==> src/rtl/rr_arbiter_4_if.sv <==
// Request/grant bundle between four requesting agents and the round-robin arbiter.
// The master side drives enable and requests; the slave side (arbiter) drives the grant.
interface rr_arbiter_4_if;
    logic       en;
    logic [3:0] req;
    logic [3:0] gnt;
    logic [1:0] gnt_idx;
    logic       gnt_valid;

    modport master (
        output en,
        output req,
        input  gnt,
        input  gnt_idx,
        input  gnt_valid
    );

    modport slave (
        input  en,
        input  req,
        output gnt,
        output gnt_idx,
        output gnt_valid
    );
endinterface

==> src/rtl/rr_arbiter_4.sv <==
// Four-way round-robin arbiter with a per-owner hold quantum and a registered
// one-hot grant that can drive a resource select directly.
module rr_arbiter_4 #(
    parameter int unsigned MAX_HOLD = 4
) (
    input  logic            clk,
    input  logic            rst_n,
    rr_arbiter_4_if.slave   bus
);

    typedef enum logic [0:0] {
        IDLE  = 1'b0,
        GRANT = 1'b1
    } state_t;

    state_t     state_reg, state_next;
    logic [1:0] cur_reg, cur_next;
    logic [1:0] last_reg, last_next;
    logic [3:0] hold_cnt_reg, hold_cnt_next;
    logic [3:0] gnt_reg, gnt_next;
    logic [1:0] gnt_idx_reg, gnt_idx_next;
    logic       gnt_valid_reg, gnt_valid_next;

    // Candidates in scan order starting just after the most recent owner.
    logic [1:0] cand [4];
    logic [3:0] cand_hit;

    genvar gi;
    generate
        for (gi = 0; gi < 4; gi++) begin : g_cand
            assign cand[gi]     = last_reg + 2'(gi + 1);
            assign cand_hit[gi] = bus.req[cand[gi]];
        end
    endgenerate

    logic       win_valid;
    logic [1:0] win_idx;

    always_comb begin
        win_valid = |bus.req;
        win_idx   = cand[0];
        for (int k = 3; k >= 0; k--) begin
            if (cand_hit[k]) begin
                win_idx = cand[k];
            end
        end
    end

    always_comb begin
        state_next    = state_reg;
        cur_next      = cur_reg;
        last_next     = last_reg;
        hold_cnt_next = hold_cnt_reg;

        if (!bus.en) begin
            state_next    = IDLE;
            hold_cnt_next = 4'd0;
        end else begin
            case (state_reg)
                IDLE: begin
                    if (win_valid) begin
                        state_next    = GRANT;
                        cur_next      = win_idx;
                        last_next     = win_idx;
                        hold_cnt_next = 4'd1;
                    end
                end
                GRANT: begin
                    if (bus.req[cur_reg] && (hold_cnt_reg < 4'(MAX_HOLD))) begin
                        hold_cnt_next = hold_cnt_reg + 4'd1;
                    end else if (win_valid) begin
                        // Direct handoff; may re-grant cur when it is the only requester.
                        cur_next      = win_idx;
                        last_next     = win_idx;
                        hold_cnt_next = 4'd1;
                    end else begin
                        state_next    = IDLE;
                        hold_cnt_next = 4'd0;
                    end
                end
                default: begin
                    state_next    = IDLE;
                    hold_cnt_next = 4'd0;
                end
            endcase
        end

        gnt_valid_next = (state_next == GRANT);
        gnt_idx_next   = gnt_valid_next ? cur_next : 2'b00;
        gnt_next       = gnt_valid_next ? (4'b0001 << cur_next) : 4'b0000;
    end

    always_ff @(posedge clk or negedge rst_n) begin
        if (!rst_n) begin
            state_reg     <= IDLE;
            cur_reg       <= 2'b00;
            last_reg      <= 2'b11;
            hold_cnt_reg  <= 4'd0;
            gnt_reg       <= 4'b0000;
            gnt_idx_reg   <= 2'b00;
            gnt_valid_reg <= 1'b0;
        end else begin
            state_reg     <= state_next;
            cur_reg       <= cur_next;
            last_reg      <= last_next;
            hold_cnt_reg  <= hold_cnt_next;
            gnt_reg       <= gnt_next;
            gnt_idx_reg   <= gnt_idx_next;
            gnt_valid_reg <= gnt_valid_next;
        end
    end

    assign bus.gnt       = gnt_reg;
    assign bus.gnt_idx   = gnt_idx_reg;
    assign bus.gnt_valid = gnt_valid_reg;

endmodule

==> src/flat_wrapper.sv <==
// flat-port wrapper written by rule: the top's interface ports become plain ports
module rr_arbiter_4_flat 
#(
    parameter int unsigned MAX_HOLD = 4
)
  (clk, rst_n, bus_en, bus_req, bus_gnt, bus_gnt_idx, bus_gnt_valid);
  rr_arbiter_4_if bus_i ();
  input  logic clk;
  input  logic rst_n;
  input wire logic [$bits(bus_i.en)-1:0] bus_en;
  input wire logic [$bits(bus_i.req)-1:0] bus_req;
  output wire logic [$bits(bus_i.gnt)-1:0] bus_gnt;
  output wire logic [$bits(bus_i.gnt_idx)-1:0] bus_gnt_idx;
  output wire logic [$bits(bus_i.gnt_valid)-1:0] bus_gnt_valid;
  assign bus_i.en = bus_en;
  assign bus_i.req = bus_req;
  assign bus_gnt = bus_i.gnt;
  assign bus_gnt_idx = bus_i.gnt_idx;
  assign bus_gnt_valid = bus_i.gnt_valid;
  rr_arbiter_4 #(.MAX_HOLD(MAX_HOLD)) u_core (.clk(clk), .rst_n(rst_n), .bus(bus_i));
endmodule
==> config.mk <==
export PLATFORM = sky130hd
export DESIGN_NAME = rr_arbiter_4_flat
export DESIGN_NICKNAME = d
export VERILOG_FILES = /design/src/rtl/rr_arbiter_4_if.sv /design/src/rtl/rr_arbiter_4.sv /design/src/flat_wrapper.sv
export SDC_FILE = /design/constraint.sdc
export NUM_CORES = 1
export LEC_CHECK = 0
export CAP_MARGIN = 20
export CORE_MARGIN = 2
export CORE_UTILIZATION = 51
export DETAILED_ROUTE_END_ITERATION = 16
export PLACE_DENSITY = 0.76
export SLEW_MARGIN = 5
export SYNTH_ARGS = -nofsm -noshare
export SYNTH_HDL_FRONTEND = slang
export SYNTH_SLANG_ARGS = --single-unit
==> constraint.sdc <==
create_clock -name clk -period 1.92 [get_ports clk]
set_input_delay 0.576 -clock clk [delete_from_list [all_inputs] [get_ports clk]]
set_output_delay 0.576 -clock clk [all_outputs]
set_load 0.02 [all_outputs]
==> flow_summary.toml <==
[run_status]
status = "finished clean"

[timing]
period_needed_ns = 1.801
finalWorstSetupSlack_ns = 0.1188
setup_viol_count_final = 0
fmax_mhz = 555.2
rsz0062_at_grt = "false"
max-slew-margin-rel_pct = 75.47
fin_tns_setup_ns = 0
finalCritPeriodShare_pct = 93.81
drv_slew = 0
tightest_slew_ns = 0.3663
hold_violations = 0
skew_ns = 0.002936

[critical_path]
critPathMaxStageDelay_ns = 0.60
rr_endpoint = "u_core.bus.gnt[1]"
critical_path_class = "reg -> out"
path_buf_inv = 1
rrSetupSlack_ns = 0.18
critPathLaunchType = "register"
crit_path_cell_trace = "clkdlybuf4s50_1"
crit_fanout = 1
worstReg2RegStart = "u_core.cur_reg[0]"
end_kind = "output port"
cp_slowest_cell = "clkdlybuf4s50_1"
reg2reg_depth = 4
cp_data_required_time_ns = 1.34
arrival_ns = 1.23
path_delay_family = "buffers and inverters"

[detailed_routing]
routed_wl_mm = 1.826
dr_total_vias = 767
drt_iter0_markers = 12
first_pass_iters = 4
ant_nets = 0
drc_errors = 0
drt-vias-per-instance = 5.992
avgRoutedWirePerCell_um = 14.27

[cells_and_area]
drive_above_1_share_pct = 27.03
nets = 120
postLayoutCellArea_mm2 = 0.001129
multi_input_area_um2 = 476.7
diodes = 0
fillers = 144
seqCellArea_um2 = 377.9
area_growth_pct = 28.31

[hold_path]
min_delay_path_depth = 2
holdPathEnd = "u_core.last_reg[1]"
hp-class = "reg -> reg"
min_from = "u_core.last_reg[1]"

[global_route]
grt_max_degree = 16
grt_pass1_wl_mm = 3.098
antenna_found_initial = 0
grt_pass1_vias = 721
grt_use_total_pct = 20.81
grt.overflow.total = 0

[synthesis]
ys.flop_type = "dfrtp_1"
synthCells = 86
yosysWarnings = 0
postSynth.asyncResetShare_pct = 100.0
synth_cell_types = 37
yosysSeqAreaShare_pct = 42.96
syn_nets = 94
synth.top_cell.area_share_pct = 36.98
yosysMostFrequentCell = "dfrtp_1"
synth_area_leaders = "dfrtp_1, dfstp_2, nor2b_1"
synth_area_um2 = 879.6
synth_top_cells_by_count = "dfrtp_1, nand2_1, nor2b_1"
ys_ff_latch = 15
yosysTopAreaCell = "dfrtp_1"
avgSynthCellArea_um2 = 10.23
synth-edff-count = 0

[placed_design]
port_buffers = 13
placed_area_mm2 = 0.001087
gp_congestion = 0.7459
place_hpwl_mm = 1.354
place_ws_ns = -0.4656

[clock_network]
cts_root_buffer = "clkbuf_4"
cts_tree = "yes"
cts_buffers = 3
clockBufferDepth = 2
clk_pin_slew_ns = 0.09
h-tree-depth = 1
cts_hold_buf = 0
clk_latency_ns = 0.28
clock-sinks = 15

[pwr]
p_leak_nw = 0.4997
power_density_mw_per_mm2 = 1189
total_power_mw = 1.342
ir_drop_v = 0.0007398

[die]
die_area_mm2 = 0.002073
coreArea_mm2 = 0.001670
die_w_um = 45.53
io_pins = 14
initial_core_util_pct = 52.66
fp-row-count = 15
die_h_um = 45.53

[run]
cap_viol_max_count = 0
[stage by stage]
stage / utilization, % / hold WS [ns] / instances
after global routing: 67.57 / 0.5938 / 128
final: 67.57 / 0.5669 / 128
after floorplan: - / 0.2804 / 86
after detailed placement: 65.09 / 0.5396 / 123
after global placement: 65.09 / 0.5325 / 123
after CTS: 67.27 / 0.5758 / 128
[metal layers]
metal,part of all wire (%),global-route usage [%],vias to the layer above
met5,0,0,-
met4,1.6,11.18,0
met3,3.1,1.587,4
met2,51,34.93,21
met1,44,26.32,376
li1,-,-,366
[cell families after synthesis]
family	share of synthesized area, %
and+or+nand+nor	24.04
AOI/OAI and AO/OA	21.62
DFF	42.96
buffers and inverters	3.839
muxes	5.121
xor gates and xnor gates	0.9959
adders and majority gates	1.422
[cell type report]
cell class	count	share of cell area (%)
clock buffer	3	1.996
timing repair buffer	25	19.29
tap	17	1.885
multi-input combinational	65	42.24
clock inverter	1	0.4435
inverter	2	0.6652
sequential	15	33.48
[tightest hold or removal path, stage by stage (launching register included)]
cell     delay, ns
dfstp_2       0.44
nand2_1       0.08
nand2_1       0.05
[layout by cell type, fill, tap and decap left out, types with 2 or more instances in the layout]
| master | synthesis | final |
|---|---|---|
| dfrtp_1 | 13 | 13 |
| buf_4 | 0 | 12 |
| nand2_1 | 10 | 9 |
| clkdlybuf4s50_1 | 0 | 8 |
| nor2b_1 | 7 | 7 |
| nor2_1 | 5 | 5 |
| dlygate4sd2_1 | 0 | 4 |
| o21ai_1 | 3 | 3 |
| nand3_1 | 3 | 3 |
| o22ai_1 | 3 | 3 |
| clkbuf_4 | 0 | 3 |
| or4_1 | 2 | 2 |
| nand2_4 | 2 | 2 |
| nand2b_1 | 2 | 2 |
| o21a_1 | 2 | 2 |
| nand3b_1 | 2 | 2 |
| mux2_2 | 2 | 2 |
| a32oi_1 | 2 | 2 |
| and2_1 | 2 | 2 |
| a22oi_1 | 2 | 2 |
| a21oi_1 | 2 | 2 |
| dfstp_2 | 2 | 2 |
[timing repair]
item | in CTS | in global routing
gates cloned | 0 | 0
setup buffers | 1 | 0
setup endpoints to repair | 10 | 2
pin swaps | 1 | 0
gates resized for setup | 5 | 2
endpoints found under the hold margin | 0 | 0
[how the worst max path moves through the flow]
stage,depth (start not counted),endpoint,from
after floorplan,6,u_core.last_reg[0],bus_req[2]
after global placement,6,u_core.bus.gnt[1],bus_req[1]
after detailed placement,6,u_core.bus.gnt[1],bus_req[1]
after CTS,1,bus_gnt_valid,u_core.state_reg
after global routing,7,u_core.last_reg[0],bus_req[2]
final,1,bus_gnt[1],u_core.bus.gnt[1]
[where the power goes]
group | internal, mW | total, mW | switching (mW)
sequential | 0.416 | 0.532 | 0.116
combinational | 0.331 | 0.635 | 0.304
clock | 0.0771 | 0.175 | 0.0982
total | 0.824 | 1.34 | 0.518
(Power assumes the default switching activity.)
